===== config.mk =====
export PLATFORM = sky130hd
export DESIGN_NAME = alu_display_ctrl
export DESIGN_NICKNAME = d
export VERILOG_FILES = /design/src/rtl/alu_display_ctrl.sv
export SDC_FILE = /design/constraint.sdc
export NUM_CORES = 1
export LEC_CHECK = 0
export CORE_UTILIZATION = 50
export DETAILED_ROUTE_END_ITERATION = 16
export PLACE_DENSITY_LB_ADDON = 0.3
export SYNTH_ARGS = -nofsm -noshare
export SYNTH_HDL_FRONTEND = slang
export SYNTH_SLANG_ARGS = --single-unit

===== constraint.sdc =====
create_clock -name clk -period 2.7 [get_ports clk]
set_input_delay 0.54 -clock clk [delete_from_list [all_inputs] [get_ports clk]]
set_output_delay 0.54 -clock clk [all_outputs]
set_load 0.02 [all_outputs]

===== src/rtl/alu_display_ctrl.sv =====
// rtl/alu_display_ctrl.sv - debounced add/sub calculator with 4-digit hex seven-segment scan
module alu_display_ctrl #(
   parameter int WIDTH           = 8,
   parameter int DEBOUNCE_CYCLES = 65536,
   parameter int SCAN_BITS       = 18
) (
   input  logic             clk,
   input  logic             rst_n,
   input  logic [WIDTH-1:0] sw,
   input  logic             store1,
   input  logic             store2,
   input  logic             add,
   input  logic             sub,
   output logic [WIDTH-1:0] Led,
   output logic             carry,
   output logic             zero,
   output logic [6:0]       seg,
   output logic [3:0]       an
);

   localparam int             CW   = $clog2(DEBOUNCE_CYCLES);
   localparam logic [CW-1:0]  CMAX = CW'(DEBOUNCE_CYCLES - 1);
   // number of hex digits that carry result bits; the rest are blanked
   localparam logic [2:0]     NDIG = 3'((WIDTH + 3) / 4);

   // button order: bit 0 = store1 (highest priority) .. bit 3 = sub
   logic [3:0]    raw;
   logic [3:0]    sync1, sync2, db, pulse;
   logic [CW-1:0] cnt [4];

   logic [WIDTH-1:0] a, b, result;
   logic [WIDTH:0]   sum;
   logic [WIDTH-1:0] diff;

   logic [SCAN_BITS-1:0] scan;
   logic [1:0]           d;
   logic [15:0]          res16;
   logic [3:0]           nib;
   logic [6:0]           hex;

   assign Led = sw;
   assign raw = {sub, add, store2, store1};

   // synchronise, debounce and edge-detect each button independently
   always_ff @(posedge clk) begin
      if (!rst_n) begin
         sync1 <= '0;
         sync2 <= '0;
         db    <= '0;
         pulse <= '0;
         for (int i = 0; i < 4; i++) cnt[i] <= '0;
      end else begin
         sync1 <= raw;
         sync2 <= sync1;
         for (int i = 0; i < 4; i++) begin
            pulse[i] <= 1'b0;
            if (sync2[i] == db[i]) begin
               cnt[i] <= '0;
            end else if (cnt[i] == CMAX) begin
               cnt[i]   <= '0;
               db[i]    <= ~db[i];
               // only the press direction produces a command
               pulse[i] <= ~db[i];
            end else begin
               cnt[i] <= cnt[i] + 1'b1;
            end
         end
      end
   end

   assign sum  = {1'b0, a} + {1'b0, b};
   assign diff = a - b;

   // execute at most one command per cycle, highest priority wins
   always_ff @(posedge clk) begin
      if (!rst_n) begin
         a      <= '0;
         b      <= '0;
         result <= '0;
         carry  <= 1'b0;
         zero   <= 1'b1;
      end else if (pulse[0]) begin
         a      <= sw;
         result <= sw;
         carry  <= 1'b0;
         zero   <= (sw == '0);
      end else if (pulse[1]) begin
         b      <= sw;
         result <= sw;
         carry  <= 1'b0;
         zero   <= (sw == '0);
      end else if (pulse[2]) begin
         result <= sum[WIDTH-1:0];
         carry  <= sum[WIDTH];
         zero   <= (sum[WIDTH-1:0] == '0);
      end else if (pulse[3]) begin
         result <= diff;
         carry  <= (a < b);
         zero   <= (diff == '0);
      end
   end

   assign d     = scan[SCAN_BITS-1 -: 2];
   assign res16 = 16'(result);
   assign nib   = res16[{d, 2'b00} +: 4];

   // active-low hex glyphs, bit order {g,f,e,d,c,b,a}
   always_comb begin
      hex = 7'b1111111;
      case (nib)
         4'h0: hex = 7'b1000000;
         4'h1: hex = 7'b1111001;
         4'h2: hex = 7'b0100100;
         4'h3: hex = 7'b0110000;
         4'h4: hex = 7'b0011001;
         4'h5: hex = 7'b0010010;
         4'h6: hex = 7'b0000010;
         4'h7: hex = 7'b1111000;
         4'h8: hex = 7'b0000000;
         4'h9: hex = 7'b0010000;
         4'hA: hex = 7'b0001000;
         4'hB: hex = 7'b0000011;
         4'hC: hex = 7'b1000110;
         4'hD: hex = 7'b0100001;
         4'hE: hex = 7'b0000110;
         4'hF: hex = 7'b0001110;
         default: hex = 7'b1111111;
      endcase
   end

   // free-running scan; anode and segments registered one cycle behind the counter
   always_ff @(posedge clk) begin
      if (!rst_n) begin
         scan <= '0;
         an   <= 4'b1111;
         seg  <= 7'b1111111;
      end else begin
         scan <= scan + 1'b1;
         an   <= ~(4'b0001 << d);
         seg  <= ({1'b0, d} < NDIG) ? hex : 7'b1111111;
      end
   end

endmodule


==> impl_metrics.py <==
metrics = {
    "yosys": {
        "synthSimpleGateAreaFrac_pct": 22.5,
        "synth_top_area_cell": "edfxtp_1",
        "ys_types": 62,
        "ys_warn_count": 0,
        "synth_top_area_share_pct": 27.2,
        "synthCells": 715,
        "synth_area_per_cell_sq_um": 9.89,
        "synth_compound_area_share_pct": 7.70,
        "synth-adder-area-share_pct": 5.34,
        "ys_async_sr_fraction_pct": 0,
        "synth_top_family_by_area": "simple AND/OR/NAND/NOR gates",
        "synth_ff_type": "dfxtp_1",
        "synth_area_leaders": "edfxtp_1 (27%), dfxtp_1 (20%), xor2_1 (5.2%), xnor2_1 (5.1%), nor2_1 (4.8%)",
        "yosysSeqAreaShare_pct": 47.3,
        "synth_xor_area_share_pct": 10.3,
        "synth_mux_area_share_pct": 2.99,
        "netlist_area_sq_um": 7070,
        "synth_seq_cells": 135,
        "synth_edf_count": 64,
    },
    "routing": {
        "route.detailed.drc": 0,
        "viasPerCell": 5.06,
        "ant_nets": 0,
        "firstDrtPassIters": 5,
        "num_vias": 5058,
        "drtIter0Drc": 270,
        "drt-total-wl_microns": 13200,
        "wire_per_inst_microns": 13.2,
    },
    "pwr": {
        "net-switching-power_w": 0.000970,
        "p_seq_share_pct": 49.1,
        "powerDensity_nw_per_um2": 551,
        "p_comb_share_pct": 4.0,
        "peakVddDrop_v": 0.000457,
        "power.total_w": 0.00457,
        "p_leak_nw": 3.18,
        "p_int_w": 0.00360,
        "power_frac_clock_pct": 46.8,
        "swShare_pct": 21.2,
    },
    "clock_tree": {
        "clkLatencyLatePin_ps": 420,
        "post_cts_resized": 0,
        "clockBufferDepth": 2,
        "h-tree-depth": 4,
        "path_clk_slew_ps": 60,
        "root_buffer": "clkbuf_16",
        "cts-buffers-inserted": 17,
        "cts_tree": "yes",
        "cts.sinks": 135,
        "holdBufCountCts": 0,
        "post-cts-setup-buffer-count": 0,
    },
    "cells_and_area": {
        "multi_input_area_sq_um": 3690,
        "final_cell_count_no_fill": 999,
        "layout.cells.most_common": "nor2_1",
        "final_util_pct": 60.0,
        "num_antenna_cells": 0,
        "layout_common_cells": "nor2_1 (91), dfxtp_1 (71), edfxtp_1 (64), conb_1 (64), nand2_1 (46)",
        "fillers": 1145,
        "area_growth_pct": 17.3,
        "seq_area_sq_um": 3340,
        "drive_gt1_share_pct": 5.86,
        "nets": 849,
    },
    "grt": {
        "grt_pass1_wl_microns": 22800,
        "grt_max_degree": 22,
        "grt.overflow.total": 0,
        "antenna_found_initial": 0,
        "grt.total_usage_pct": 19.8,
        "grt_pass1_vias": 4926,
    },
    "critical_path": {
        "path_max_fanout": 3,
        "end_kind": "register",
        "timing_worst_setup_path_type": "reg -> reg",
        "crit_required_ps": 3060,
        "critPathLaunchType": "register",
        "critPathArrivalTime_ps": 2790,
    },
    "timing": {
        "tightest_slew_ps": 749,
        "slew_violations": 0,
        "clock.fmax_mhz": 410,
        "fin_skew_ps": 10.3,
        "fin_crit_ps": 2440,
        "setup_viol": 0,
        "hold_ws_ps": 424,
        "finalHoldViolCount": 0,
        "fin_crit_sh_pct": 90.2,
        "rsz0062_at_grt": "no",
        "fin_setup_tns_ps": 0,
        "slew_headroom_pct": 49.9,
    },
    "min_path": {
        "worstHoldPathType": "reg -> reg",
    },
    "die": {
        "ios": 35,
        "dieHeight_microns": 121,
        "die_area_sq_um": 14600,
        "fp.dieW_microns": 121,
        "core_sq_um": 13800,
        "initial_core_util_pct": 51.1,
        "rows": 43,
    },
    "run": {
        "drv_cap": 0,
    },
    "place": {
        "hpwl_microns": 9550,
        "dp.cells": 967,
        "globalplace.congestion": 0.863,
        "port_buffers": 34,
    },
    "status": {
        "status": "completed",
    },
}
==> worst max-delay path, stage by stage, from the launching register on <==
cell and delay (ps):
dfxtp_1 350, inv_1 50, ha_1 210, inv_1 80
fa_1 430, or4_1 540, a2111o_1 410, o31ai_2 190
a31o_1 120
==> metrics by stage <==
stage,cell area [sq um],worst slack [ps]
detailed placement,7740,271
global placement,7740,305
finish,8290,263
floorplan,7310,425
global route,8290,109
CTS,8290,257
==> final cells by class <==
class	count	share of cell area (%)
clock inverter	8	0.935
sequential	135	40.3
multi-input combinational	586	44.5
timing repair buffer	42	4.77
clock buffer	24	5.69
inverter	24	1.09
tap	180	2.72
==> sequential cells by signal, indices dropped and copies added (netlist names) <==
register / cells
a: 8
an: 4
b: 8
carry: 1
cnt: 64
db: 4
pulse: 4
result: 8
scan: 18
seg: 7
sync1: 4
sync2: 4
zero: 1
==> power by group through the flow <==
stage	clock, W	combinational [W]	sequential, W
2_1_floorplan	0	0.000111	0.00228
3_3_place_gp	0	0.000179	0.00228
5_1_grt	0.00227	0.000207	0.00225
6_report	0.00214	0.000185	0.00224
4_1_cts	0.00219	0.000183	0.00225
3_5_place_dp	0	0.000181	0.00229
==> cell families after synthesis <==
| logic type | after synthesis |
|---|---|
| and+or+nand+nor | 310 |
| buffers and inverters | 57 |
| DFF | 135 |
| muxes | 21 |
| AOI/OAI and AO/OA | 79 |
| other | 1 |
| xor gates and xnor gates | 83 |
| adders and majority gates | 29 |
==> worst paths after layout <==
check / slack (ps) / start / endpoint / cells after the start
max: 260 / a[0]$_SDFFE_PN0P_ / zero$_SDFFE_PN1P_ / 8
min: 420 / sync1[3]$_SDFF_PN0_ / sync2[3]$_SDFF_PN0_ / 1
max reg2reg: 260 / a[0]$_SDFFE_PN0P_ / zero$_SDFFE_PN1P_ / 8
min reg2reg: 420 / sync1[3]$_SDFF_PN0_ / sync2[3]$_SDFF_PN0_ / 1
==> routing by layer <==
metal / GRT usage [%] / wire [microns] / vias up
li1: - / - / 2605
met1: 25.1 / 6290 / 2380
met2: 32.8 / 6370 / 57
met3: 4.14 / 379 / 16
met4: 8.26 / 188 / 0
met5: 0 / 0 / -
==> cells in the mapped netlist (all sizes together) (3+ instances only) <==
master	instances
mux2i	20
and3	18
o21bai	3
a21boi	4
o31ai	4
o211ai	5
and2	23
clkbuf	18
a21o	3
a31oi	4
nand2b	7
o21ai	15
xor2	42
nor2	92
a21oi	17
nand2	47
o221ai	3
xnor2	41
or2	3
nor3	12
o21a	3
a221oi	3
ha	27
dfxtp	71
o311ai	4
buf	15
nor3b	3
nor4	4
edfxtp	64
nand3	43
and4	9
nand4	10
nor2b	29
inv	24
No activity file was read; power rests on OpenSTA's default activity.
